**src/rtl/rf_pkg.sv**
```systemverilog
// rf_pkg: shared defaults, address-width helper and address validity check for reg_file_param.
package rf_pkg;

    localparam int DEFAULT_DATA_W = 32;
    localparam int ZERO_ADDR      = 0;

    typedef logic [DEFAULT_DATA_W-1:0] word_t;

    function automatic int addr_w(input int depth);
        return (depth > 1) ? $clog2(depth) : 1;
    endfunction

    // An address names a real register unless it is past the array or is the hardwired zero register.
    function automatic logic addr_ok(input int a, input int depth, input int zero_reg);
        return (a < depth) && !(zero_reg != 0 && a == ZERO_ADDR);
    endfunction

endpackage

```
**src/rtl/rf_read_port.sv**
```systemverilog
// rf_read_port: one registered read port (array mux, range/zero check, output register).
// Same-cycle write forwarding is compiled in when RF_BYPASS_EN is defined.
module rf_read_port
    import rf_pkg::*;
#(
    parameter int DATA_W   = DEFAULT_DATA_W,
    parameter int DEPTH    = 32,
    parameter int ZERO_REG = 1,
    parameter int ADDR_W   = addr_w(DEPTH)
)(
    input  logic              clk,
    input  logic              rst_n,
    input  logic [DATA_W-1:0] mem_i [DEPTH],
    input  logic [DEPTH-1:0]  busy_i,
    input  logic [ADDR_W-1:0] addr_i,
    input  logic              en_i,
`ifdef RF_BYPASS_EN
    input  logic              wr_ok_i,
    input  logic [ADDR_W-1:0] wr_addr_i,
    input  logic [DATA_W-1:0] wr_data_i,
    input  logic              rs_ok_i,
    input  logic [ADDR_W-1:0] rs_addr_i,
`endif
    output logic [DATA_W-1:0] data_o,
    output logic              busy_o
);

    logic              rd_ok;
    logic [DATA_W-1:0] data_d, data_q;
    logic              busy_d, busy_q;

    always_comb begin
        rd_ok  = addr_ok(int'(addr_i), DEPTH, ZERO_REG);
        data_d = rd_ok ? mem_i[addr_i] : '0;
        busy_d = rd_ok && busy_i[addr_i];
`ifdef RF_BYPASS_EN
        if (rd_ok && wr_ok_i && wr_addr_i == addr_i) begin
            data_d = wr_data_i;
            busy_d = rs_ok_i && rs_addr_i == addr_i;
        end
`endif
    end

    always_ff @(posedge clk or negedge rst_n) begin
        if (!rst_n) begin
            data_q <= '0;
            busy_q <= 1'b0;
        end else if (en_i) begin
            data_q <= data_d;
            busy_q <= busy_d;
        end
    end

    assign data_o = data_q;
    assign busy_o = busy_q;

endmodule

```
**src/rtl/reg_file_param.sv**
```systemverilog
// reg_file_param: parametrised multi-read register file with registered reads and a busy scoreboard.
// Define RF_BYPASS_EN to forward same-cycle writes to the read ports.
module reg_file_param
    import rf_pkg::*;
#(
    parameter int DATA_W     = DEFAULT_DATA_W,
    parameter int DEPTH      = 32,
    parameter int NUM_RD     = 2,
    parameter int ZERO_REG   = 1,
    localparam int ADDR_W    = addr_w(DEPTH)
)(
    input  logic                     clk,
    input  logic                     rst_n,
    input  logic [NUM_RD*ADDR_W-1:0] readReg,
    input  logic                     RegRead,
    output logic [NUM_RD*DATA_W-1:0] regOut,
    output logic [NUM_RD-1:0]        readBusy,
    output logic                     readValid,
    input  logic [ADDR_W-1:0]        writeReg,
    input  logic [DATA_W-1:0]        writeData,
    input  logic                     RegWrite,
    input  logic [ADDR_W-1:0]        reserveReg,
    input  logic                     RegReserve,
    output logic [DEPTH-1:0]         busyVec
);

    logic [DATA_W-1:0] mem_q [DEPTH];
    logic [DEPTH-1:0]  busy_d, busy_q;
    logic              valid_q;
    logic              wr_ok, rs_ok;

    // Reserve is applied after the write clear so a new producer wins over a retiring one.
    always_comb begin
        wr_ok  = RegWrite && addr_ok(int'(writeReg), DEPTH, ZERO_REG);
        rs_ok  = RegReserve && addr_ok(int'(reserveReg), DEPTH, ZERO_REG);
        busy_d = busy_q;
        if (wr_ok) busy_d[writeReg] = 1'b0;
        if (rs_ok) busy_d[reserveReg] = 1'b1;
    end

    always_ff @(posedge clk or negedge rst_n) begin
        if (!rst_n) begin
            mem_q   <= '{default: '0};
            busy_q  <= '0;
            valid_q <= 1'b0;
        end else begin
            if (wr_ok) mem_q[writeReg] <= writeData;
            busy_q  <= busy_d;
            valid_q <= RegRead;
        end
    end

    for (genvar i = 0; i < NUM_RD; i++) begin : g_rd
        rf_read_port #(
            .DATA_W  (DATA_W),
            .DEPTH   (DEPTH),
            .ZERO_REG(ZERO_REG),
            .ADDR_W  (ADDR_W)
        ) u_rd (
            .clk      (clk),
            .rst_n    (rst_n),
            .mem_i    (mem_q),
            .busy_i   (busy_q),
            .addr_i   (readReg[i*ADDR_W +: ADDR_W]),
            .en_i     (RegRead),
`ifdef RF_BYPASS_EN
            .wr_ok_i  (wr_ok),
            .wr_addr_i(writeReg),
            .wr_data_i(writeData),
            .rs_ok_i  (rs_ok),
            .rs_addr_i(reserveReg),
`endif
            .data_o   (regOut[i*DATA_W +: DATA_W]),
            .busy_o   (readBusy[i])
        );
    end

    assign busyVec   = busy_q;
    assign readValid = valid_q;

endmodule

```
**config.mk**
```make
export PLATFORM = sky130hd
export DESIGN_NAME = reg_file_param
export DESIGN_NICKNAME = d
export VERILOG_FILES = /design/src/rtl/rf_pkg.sv /design/src/rtl/rf_read_port.sv /design/src/rtl/reg_file_param.sv
export SDC_FILE = /design/constraint.sdc
export NUM_CORES = 2
export LEC_CHECK = 0
export CAP_MARGIN = 20
export CORE_MARGIN = 3
export CORE_UTILIZATION = 55
export CTS_BUF_LIST = sky130_fd_sc_hd__clkbuf_8
export DETAILED_ROUTE_END_ITERATION = 16
export PLACE_DENSITY_LB_ADDON = 0.25
export SYNTH_ARGS = -nofsm -noshare
export SYNTH_HDL_FRONTEND = slang
export SYNTH_HIERARCHICAL = 1
export SYNTH_SLANG_ARGS = --single-unit
```
**constraint.sdc**
```tcl
create_clock -name clk -period 2.4 [get_ports clk]
set_clock_uncertainty 0.2 [all_clocks]
set_input_delay 0.24 -clock clk [delete_from_list [all_inputs] [get_ports clk]]
set_output_delay 0.24 -clock clk [all_outputs]
set_load 0.02 [all_outputs]
```
# Word level (Yosys, flattened, before mapping)
# Cells that the tools add are included.
word_totals:
  inputBits: 57
  register_bits: 1123
  output_inout_bits: 99
op_classes:
  bitwise_logic: 6
  reduce_logical: 15
  n_lt_le_gt_ge: 10
  muxes: 21
op_table:
  columns: ["op", "n"]
  rows:
  - ["$bwmux 1024", 1]
  - ["$bmux 32 s5", 2]
  - ["$mux 32", 9]
  - ["$demux 32 s5", 1]
  - ["$and 32x32->32", 1]
  - ["$not 32->32", 1]
  - ["$or 32x32->32", 1]
  - ["$lt 5x6->1 const B", 4]
  - ["$logic_not 5->1", 4]
  - ["$ge 6x6->1 const B", 3]
  - ["$not 5->6", 3]
  - ["$bmux 1 s5", 2]
  - ["$demux 1 s5", 2]
  - ["$ge 5x1->1 const B", 2]
  - ["$logic_and 1x1->1", 7]
  - ["$lt 6x1->1 const B", 1]
  - ["$logic_not 1->1", 4]
  - ["$mux 1", 4]

# Longest topological paths before layout
depth:
  word_depth: 9
  mapped_depth: 9
  mapped_depth_nobuf: 4

# By module
# Netlist, hierarchy kept.
modules_own_cells:
  columns: ["mod", "seq_area_each_um2", "area_each_um2", "instances", "cells_per_inst"]
  rows:
  - ["reg_file_param", 26450.4, 39396.5, 1, 2393]
  - ["rf_read_port", 825.8, 9674.3, 2, 883]

# Worst setup path after synthesis
# OpenSTA, ideal clock, no wires.
synth_path:
  path_kind: "input to register"
  start: "in readReg[1]"
  end: "reg g_rd[0].u_rd.busy_q"
  setup_slack_ns: 0.149
  arrival_ns: 1.913
  cell_stages: 7
  setup_ns: 0.138
  n_path_buf: 3
  cell_sequence: "buf_2 -> buf_2 -> clkbuf_1 -> mux4_2 -> mux2_2 -> a2111oi_0 -> a21oi_1"
synth_between:
  elab_chain_cells: 3
synth_lines:
  columns: ["element", "line", "rtl"]
  rows:
  - ["from (decl)", "reg_file_param.sv:14", "input logic [NUM_RD*ADDR_W-1:0] readReg,"]
  - ["$bmux 1 s5 or $logic_not 5->1 (tied branches)", "rf_read_port.sv:35, rf_pkg.sv:15", null]
  - ["$mux 1 (not written as such) or $logic_not 1->1 (tied branches)", "rf_read_port.sv:35, rf_pkg.sv:15", null]
  - ["$logic_and 1x1->1 (*)", "rf_read_port.sv:35", "busy_d = rd_ok && busy_i[addr_i];"]
  - ["to (signal assigned)", "rf_read_port.sv:50", "busy_q <= busy_d;"]
  - ["to (decl)", "rf_read_port.sv:30", "logic busy_d, busy_q;"]
# Every way passes the cells marked *; elsewhere a longest branch is shown, timed or not. The select of a mux whose other input is x is not followed.
# A chain may end at the register's enable or synchronous reset.

# Final worst setup path
layout_path:
  start: "reg busy_q[29], in the netlist busyVec[29]"
  end: "out busyVec[29]"
layout_lines:
  columns: ["element", "line", "rtl"]
  rows:
  - ["from (decl)", "reg_file_param.sv:28", "logic [DEPTH-1:0] busy_d, busy_q;"]
  - ["from (signal assigned)", "reg_file_param.sv:48", "busy_q <= busy_d;"]
  - ["to (decl)", "reg_file_param.sv:24", "output logic [DEPTH-1:0] busyVec"]
# No word-level cell between the ends.

==> impl_metrics.tcl <==
set metrics [dict create \
    outcome "complete, no violations" \
    synth_sequential_area_ratio_pct 47.8 \
    pwr-share-comb_pct 21.2 \
    grt_start_max_net_pins 118 \
    timing.fmax_mhz 424 \
    port_buffers 155 \
    start_kind "flop" \
    cp_slowest_cell "clkdlybuf4s50_1" \
    routedWlPerCell_um 30.6 \
    drive_above_1_share_pct 46.6 \
    ant_nets 0 \
    critical-path-top-delay-family "buffers and inverters" \
    drv_slew 0 \
    critPathMaxFanout 4 \
    synth_cell_types 46 \
    ys_seq_elements 1123 \
    synth_most_common_cell "dfrtp_1" \
    setup_viol 0 \
    synth.avg_cell_area_um2 14.1 \
    sw_frac_of_total_pct 28.7 \
    rsz0062_at_grt "no" \
    synth_top_area_cell "dfrtp_1" \
    cp-end-kind "output port" \
    grt_pass1_wl_um 275000 \
    cell_internal_pwr_mw 38.8 \
    max_slew_margin_pct 52.4 \
    start_util_pct 55.6 \
    worstRegToRegCells 5 \
    utilization_pct 65.5 \
    rrSetupSlack_ps 90 \
    htree_levels 4 \
    clkSinkCount 1123 \
    cpPeakStageDelay_ps 630 \
    critical_path_required_ps 1960 \
    worst_ir_drop_vdd_uv 492 \
    grt_antenna_before_repair 4 \
    die_h_um 333 \
    tritoncts "done" \
    path_depth 1 \
    syn_inst 4159 \
    clk_pin_slew_ps 60 \
    track_usage_pct 33.4 \
    powerDensity_nw_per_um2 786 \
    syn_area_um2 58700 \
    clockBufferDepth 3 \
    cts_root_buffer "clkbuf_8" \
    seqPwrFrac_pct 46.5 \
    yosys_most_used_dff "dfrtp_1" \
    fin_nets 4558 \
    die-area_um2 111000 \
    async_flop_share_pct 100 \
    cp.buffers_inverters 1 \
    pin_count 156 \
    vias 40690 \
    cts_setup_buffers 0 \
    pwr-share-clk_pct 32.3 \
    hold_viol 0 \
    synth.net_count 4216 \
    dr.pass1.iters 7 \
    power.switching_mw 15.6 \
    hold_path_class "in -> reg" \
    die_w_um 333 \
    path_class "reg -> out" \
    maxCapViolCount 0 \
    fin_cells 6046 \
    drt_wl_total_um 185000 \
    overflow 0 \
    worstSkewPairLatency_ps 890 \
    path_cells "clkdlybuf4s50_1" \
    synth_top_cells_by_count "dfrtp_1, mux2_2, mux2i_1" \
    regArea_um2 28100 \
    via_per_inst 6.73 \
    synth_edf_count 0 \
    multi_input_area_um2 28700 \
    drtIter0Drc 3643 \
    area_delta_synth_final_pct 17.8 \
    row_count 119 \
    finalCritPeriodShare_pct 98.3 \
    yosys_warnings 6 \
    grt_pass1_vias 41601 \
    p_leak_nw 31.3 \
    n_fill_cell 7570 \
    place_inst 5683 \
    synth_top_area_share_pct 47.8 \
    remaining_drc_errors 0 \
    cp.arrival_ps 1920 \
    finalCriticalPeriod_ps 2360 \
    holdPathStages 3 \
    worst_pin_slew_ps 714 \
    hpwl_um 123000 \
    core-area_um2 106000 \
    synthTopCellsByArea "dfrtp_1, mux2_2, mux4_2, mux2i_1, clkbuf_1" \
    numCtsBuffers 190 \
    place_congestion 0.913 \
]
-- state kept, by name (all words and copies together) (netlist names) --
signal / flops
mem_q: 1024
g_rd.u_rd/data_o: 64
busyVec: 32
g_rd.u_rd/busy_o: 2
readValid: 1
-- per-layer routing --
| metal | global-route usage (%) | vias up | routed length [µm] |
|---|---|---|---|
| met5 | 0 | - | 0 |
| met4 | 12.3 | 0 | 7090 |
| li1 | - | 16638 | - |
| met2 | 50.6 | 1948 | 83500 |
| met3 | 8.51 | 425 | 18000 |
| met1 | 46.9 | 21679 | 76300 |
-- path summary, 6_finish.rpt --
check | startpoint | end
min in group asynchronous | rst_n | mem_q[1010]
worst min-delay path | reserveReg[2] | busyVec[23]
worst min register to register | mem_q[999] | mem_q[999]
worst max-delay path | busyVec[29] | busyVec[29]
max in group asynchronous | rst_n | g_rd[0].u_rd/data_o[10]
worst max register to register | busyVec[14] | g_rd[1].u_rd/busy_o
-- power groups by stage --
stage | Combinational, mW | Clock [mW] | Sequential (mW)
after global placement | 11.2 | 0 | 25.2
after CTS | 11.5 | 17.8 | 25.2
after detailed placement | 11.5 | 0 | 25.5
after floorplan | 7.70 | 0 | 24.8
after global routing | 12.3 | 18.7 | 25.7
final | 11.5 | 17.6 | 25.3
-- kinds of logic after synthesis --
family	after synthesis	synth area share, %
flops	1123	47.8
simple gates	357	3.40
mux	1782	39.7
compound gates	434	5.24
buf+inv	463	3.79
-- layout make-up --
| cell class | instances | area share [%] |
|---|---|---|
| sequential | 1123 | 40.6 |
| clock buffer | 238 | 4.74 |
| inverter | 6 | 0.0326 |
| tap | 1391 | 2.52 |
| multi-input combinational | 2573 | 41.4 |
| timing repair buffer | 607 | 9.73 |
| clock inverter | 106 | 0.930 |
| antenna | 2 | 0.00723 |
-- repair_timing --
action	4_1_cts	5_1_grt
gates resized for setup	73	13
hold endpoints to repair	1208	0
setup endpoints to repair	69	11
hold buffers	16	0
-- cells in the final DEF (no fill, tap or decap), types with 64 or more instances in the layout --
cell and count:
mux2i_1 390, nor2_1 133, dfrtp_1 1120, buf_4 295, buf_12 143, mux4_2 334
dlygate4sd2_1 68, o22ai_1 132, a2111oi_0 66, mux2_2 1057, a21oi_1 64, inv_1 73
nand2b_1 73, o211ai_1 64, a22o_1 73, clkdlybuf4s50_1 68, clkbuf_8 238, or4_1 66
-- per-stage QoR --
step                instance area, µm²  setup slack, ps  TNS (ps)  hold WS, ps  total power [mW]
floorplan                        58700              149         0         -256              32.5
global placement                 65100             -385     -9540        -49.0              36.5
detailed placement               65100             -427    -16960        -47.8              37.0
CTS                              69100            0.316         0         4.33              54.4
global route                     69200            0.989         0         54.1              56.7
finish                           69200             40.1         0         58.1              54.4
-- worst reg2reg max path: stages (launching register included) --
cell,delay [ps]
dfrtp_1,430
mux4_2,650
mux2_4,340
a2111oi_4,340
buf_4,190
a21oi_1,40
Note: power is estimated with default switching activity, not from simulation.
